## src/rtl/ebus_diag_reader.sv

```systemverilog
// EBUS diagnostic-read master: issues DIAG function 12x for one or all eight EDP
// sources, waits out the settle window, captures EBUS and returns it with parity.
module ebus_diag_reader #(
    parameter int SETTLE_CYCLES = 2,
    parameter int GRANT_TIMEOUT = 64
) (
    input  logic        eboxClk,
    input  logic        eboxReset,
    input  logic        reqValid,
    output logic        reqReady,
    input  logic [2:0]  reqSel,
    input  logic        reqBurst,
    output logic        ebusReq,
    input  logic        ebusGrant,
    output logic [8:0]  diagFunc,
    output logic        diagReadFunc12X,
    input  logic [0:35] EBUS,
    output logic        rspValid,
    input  logic        rspReady,
    output logic [0:35] rspData,
    output logic [2:0]  rspSel,
    output logic        rspParity,
    output logic        rspLast,
    output logic        rspError
);

    localparam logic [3:0] SETTLE_LAST  = 4'(SETTLE_CYCLES - 1);
    localparam logic [7:0] TIMEOUT_LAST = 8'(GRANT_TIMEOUT - 1);

    typedef enum logic [1:0] {IDLE, ARB, DRIVE, RESP} state_t;

    state_t      state_reg, state_next;
    logic [2:0]  sel_reg, sel_next;
    logic        burst_reg, burst_next;
    logic [3:0]  settle_reg, settle_next;
    logic [7:0]  timer_reg, timer_next;
    logic        ready_reg;
    logic [0:35] data_reg, data_next;
    logic [2:0]  rsp_sel_reg, rsp_sel_next;
    logic        parity_reg, parity_next;
    logic        last_reg, last_next;
    logic        error_reg, error_next;
    logic        accept;

    assign accept = reqValid && ready_reg;

    always_ff @(posedge eboxClk) begin
        if (eboxReset) begin
            state_reg   <= IDLE;
            sel_reg     <= '0;
            burst_reg   <= 1'b0;
            settle_reg  <= '0;
            timer_reg   <= '0;
            ready_reg   <= 1'b0;
            data_reg    <= '0;
            rsp_sel_reg <= '0;
            parity_reg  <= 1'b0;
            last_reg    <= 1'b0;
            error_reg   <= 1'b0;
        end else begin
            state_reg   <= state_next;
            sel_reg     <= sel_next;
            burst_reg   <= burst_next;
            settle_reg  <= settle_next;
            timer_reg   <= timer_next;
            ready_reg   <= (state_next == IDLE);
            data_reg    <= data_next;
            rsp_sel_reg <= rsp_sel_next;
            parity_reg  <= parity_next;
            last_reg    <= last_next;
            error_reg   <= error_next;
        end
    end

    always_comb begin
        state_next   = state_reg;
        sel_next     = sel_reg;
        burst_next   = burst_reg;
        settle_next  = settle_reg;
        timer_next   = timer_reg;
        data_next    = data_reg;
        rsp_sel_next = rsp_sel_reg;
        parity_next  = parity_reg;
        last_next    = last_reg;
        error_next   = error_reg;

        case (state_reg)
            IDLE: begin
                if (accept) begin
                    sel_next    = reqBurst ? 3'd0 : reqSel;
                    burst_next  = reqBurst;
                    timer_next  = '0;
                    settle_next = '0;
                    state_next  = ARB;
                end
            end
            ARB: begin
                if (ebusGrant) begin
                    settle_next = '0;
                    timer_next  = '0;
                    state_next  = DRIVE;
                end else if (timer_reg == TIMEOUT_LAST) begin
                    data_next    = '0;
                    parity_next  = 1'b0;
                    rsp_sel_next = sel_reg;
                    last_next    = 1'b1;
                    error_next   = 1'b1;
                    burst_next   = 1'b0;
                    state_next   = RESP;
                end else begin
                    timer_next = timer_reg + 8'd1;
                end
            end
            DRIVE: begin
                // A grant drop restarts settling; a long drop times out like ARB.
                if (!ebusGrant) begin
                    settle_next = '0;
                    if (timer_reg == TIMEOUT_LAST) begin
                        data_next    = '0;
                        parity_next  = 1'b0;
                        rsp_sel_next = sel_reg;
                        last_next    = 1'b1;
                        error_next   = 1'b1;
                        burst_next   = 1'b0;
                        state_next   = RESP;
                    end else begin
                        timer_next = timer_reg + 8'd1;
                    end
                end else begin
                    timer_next = '0;
                    if (settle_reg == SETTLE_LAST) begin
                        data_next    = EBUS;
                        parity_next  = ^EBUS;
                        rsp_sel_next = sel_reg;
                        last_next    = !burst_reg || (sel_reg == 3'd7);
                        error_next   = 1'b0;
                        state_next   = RESP;
                    end else begin
                        settle_next = settle_reg + 4'd1;
                    end
                end
            end
            RESP: begin
                if (rspReady) begin
                    if (last_reg) begin
                        state_next = IDLE;
                    end else begin
                        sel_next    = sel_reg + 3'd1;
                        timer_next  = '0;
                        settle_next = '0;
                        state_next  = ebusGrant ? DRIVE : ARB;
                    end
                end
            end
            default: state_next = IDLE;
        endcase
    end

    assign reqReady        = ready_reg;
    assign ebusReq         = (state_reg == ARB) || (state_reg == DRIVE) ||
                             ((state_reg == RESP) && burst_reg && (sel_reg != 3'd7));
    assign diagReadFunc12X = (state_reg == DRIVE);
    assign diagFunc        = (state_reg == DRIVE) ? {3'b001, 3'b010, sel_reg} : 9'd0;
    assign rspValid        = (state_reg == RESP);
    assign rspData         = data_reg;
    assign rspSel          = rsp_sel_reg;
    assign rspParity       = parity_reg;
    assign rspLast         = last_reg;
    assign rspError        = error_reg;

endmodule

```

## config.mk

```make
export PLATFORM = sky130hd
export DESIGN_NAME = ebus_diag_reader
export DESIGN_NICKNAME = d
export VERILOG_FILES = /design/src/rtl/ebus_diag_reader.sv
export SDC_FILE = /design/constraint.sdc
export NUM_CORES = 1
export LEC_CHECK = 0
export CAP_MARGIN = 20
export CORE_MARGIN = 2
export CORE_UTILIZATION = 45
export CTS_CLUSTER_SIZE = 30
export DETAILED_ROUTE_END_ITERATION = 8
export PLACE_DENSITY = 0.79
export SLEW_MARGIN = 25
export SYNTH_ARGS = -nofsm -noshare
export SYNTH_HDL_FRONTEND = slang
export SYNTH_SLANG_ARGS = --single-unit
```

## constraint.sdc

```tcl
create_clock -name eboxClk -period 2.4 [get_ports eboxClk]
set_input_delay 0.36 -clock eboxClk [delete_from_list [all_inputs] [get_ports eboxClk]]
set_output_delay 0.36 -clock eboxClk [all_outputs]
set_load 0.01 [all_outputs]
```

==> flow_metrics.env <==
export IMPL_clkTransAtPathRegs_ns=0.07
export IMPL_cts_buffer_depth=2
export IMPL_final_util_pct=64.76
export IMPL_cts_sinks=61
export IMPL_slew_viol_final=0
export IMPL_cp_arrival_ns=1.94
export IMPL_ys_top_cells_by_area="dfxtp_1 (42%), xnor2_1 (9.3%), a22oi_1 (7.7%)"
export IMPL_rsz0062_at_grt="no"
export IMPL_design_area_um2=4089
export IMPL_antenna_cells=0
export IMPL_syn_inst=330
export IMPL_hold_violations=0
export IMPL_nets=476
export IMPL_timing_final_crit_share_pct=95.91
export IMPL_yosysWarnings=0
export IMPL_cts_root_buf="clkbuf_8"
export IMPL_ant_nets=0
export IMPL_drive_above_1_share_pct=6.089
export IMPL_largest_reg_flops=36
export IMPL_grt_total_usage_pct=21.06
export IMPL_peakVddDrop_mv=0.3767
export IMPL_row_count=29
export IMPL_io_buffer_count=95
export IMPL_die_h_um=84.66
export IMPL_finalCriticalPeriod_ns=2.302
export IMPL_multiInputGateArea_um2=1575
export IMPL_start_util_pct=46.37
export IMPL_cp_start_kind="flop"
export IMPL_cts_buffers=9
export IMPL_p_total_mw=2.810
export IMPL_drtPass1Iterations=4
export IMPL_synth_seq_cells=61
export IMPL_status="finished, final reports clean"
export IMPL_grt_pass1_vias=2712
export IMPL_setup_worst_path_class="flop to output pin"
export IMPL_yosysTopAreaCell="dfxtp_1"
export IMPL_ys_async_sr_fraction_pct=0
export IMPL_setup_tns_ns=0
export IMPL_r2r_slack_ns=0.23
export IMPL_dieArea_um2=7167
export IMPL_path_max_fanout=5
export IMPL_grt_max_degree=32
export IMPL_endpoint_kind="output pin"
export IMPL_netlist_area_um2=2928
export IMPL_netlist_area_leader_share_pct=41.71
export IMPL_cts_repair_resize_count=0
export IMPL_finClkSkew_ns=0.01066
export IMPL_hold_path_class="flop to flop"
export IMPL_avgSynthCellArea_um2=8.872
export IMPL_fmax_ghz=0.4344
export IMPL_setup_viol=0
export IMPL_die_x_um=84.66
export IMPL_place_congestion=0.8340
export IMPL_wire_per_inst_um=14.65
export IMPL_drc_errors=0
export IMPL_cts_tree="yes"
export IMPL_postCtsHoldBufs=0
export IMPL_cts_htree_levels=3
export IMPL_wirelength_mm=7.383
export IMPL_post_dp_hpwl_mm=5.426
export IMPL_insertion_delay_ns=0.33
export IMPL_p_per_area_nw_per_um2=687.1
export IMPL_vias=2641
export IMPL_viasPerCell=5.240
export IMPL_grt_overflow=0
export IMPL_drt_iter0_drc=71
export IMPL_seqCellArea_um2=1221
export IMPL_synth_edf_count=0
export IMPL_io_pins=100
export IMPL_post_place_ws_ns=0.1282
export IMPL_cap_violations=0
export IMPL_synth_commonest_cells="dfxtp_1 (61), nor2_1 (57), xnor2_1 (31), a22oi_1 (30), clkbuf_1 (17)"
export IMPL_fin_ws_ns=0.09813
export IMPL_wl_met2_mm=3.625
export IMPL_synthDistinctLibCells=42
export IMPL_core_area_um2=6314
export IMPL_place_area_um2=3930
export IMPL_leakage_nw=1.546
export IMPL_met3_wirelength_um=576
export IMPL_final_fill_count=529
export IMPL_antenna_found_initial=0
export IMPL_routed_top_layer="met4"
export IMPL_cts_setup_buffers=0
export IMPL_synth_most_common_cell="dfxtp_1"
export IMPL_m1WireLength_mm=3.081
export IMPL_synthToLayoutAreaGrowth_pct=39.66
export IMPL_grt_pass1_wl_mm=12.21
export IMPL_required_ns=2.04
export IMPL_yosysSeqAreaShare_pct=41.71
export IMPL_synthFlopType="dfxtp_1"
-- metal layers --
metal	up-vias	track usage (%)
met4	0	7.504
li1	1312	-
met3	10	8.751
met1	1242	24.16
met5	-	0
met2	77	35.29
-- power breakdown --
part | switching [mW] | total, mW | internal [mW] | leakage [nW]
Clock | 0.384 | 0.752 | 0.368 | 0.0829
Sequential | 0.0655 | 1.15 | 1.08 | 0.493
Combinational | 0.447 | 0.909 | 0.463 | 0.970
Total | 0.896 | 2.81 | 1.91 | 1.55
-- path summary, 6_finish.rpt --
kind | startpoint | to | depth (start not counted)
worst max-delay path | sel_reg[0] | ebusReq | 5
worst min-delay path | timer_reg[1] | timer_reg[1] | 2
worst max register to register | state_reg[0] | rspData[11] | 8
worst min register to register | timer_reg[1] | timer_reg[1] | 2
-- cells in the final DEF, fill, tap and decap left out, types with 7 or more instances in the layout --
master / count
clkdlybuf4s50_1: 95
dfxtp_1: 61
nor2_1: 57
xnor2_1: 31
a22oi_1: 30
nand2_1: 13
a21oi_1: 12
xor2_1: 11
o21ai_0: 10
ha_1: 9
clkbuf_8: 9
buf_4: 8
inv_1: 7
-- cell families after synthesis --
family                   Yosys count  share of synthesized area [%]
AND/OR/NAND/NOR                  109                          17.86
AO/OA/AOI/OAI                     70                          16.37
flip-flops                        61                          41.71
XOR/XNOR                          43                          13.33
buffers and inverters             32                          5.043
adder cells (fa/ha/maj)            9                          3.846
multiplexers                       5                          1.709
other                              1                         0.1281
-- worst max-delay path: stages (launching register included) --
cell and delay, ns:
dfxtp_1 0.35, ha_1 0.21, ha_1 0.18, nor2b_1 0.18, a21o_1 0.15, clkdlybuf4s50_1 0.53
-- metrics by stage --
step / hold slack, ns / cells
5_1_grt: 0.5221 / 504
3_5_place_dp: 0.4707 / 488
4_1_cts: 0.4854 / 504
6_report: 0.4892 / 504
2_1_floorplan: 0.4446 / 333
3_3_place_gp: 0.4576 / 488
-- layout make-up --
type,count,area share [%]
multi-input cells,240,38.53
flip-flops and latches,61,29.87
repair buffers,103,24.72
clock buffers,11,3.213
well taps,77,2.356
clock inverters,5,0.6732
inverters,7,0.6426
Power figures use the tool's default switching activity.
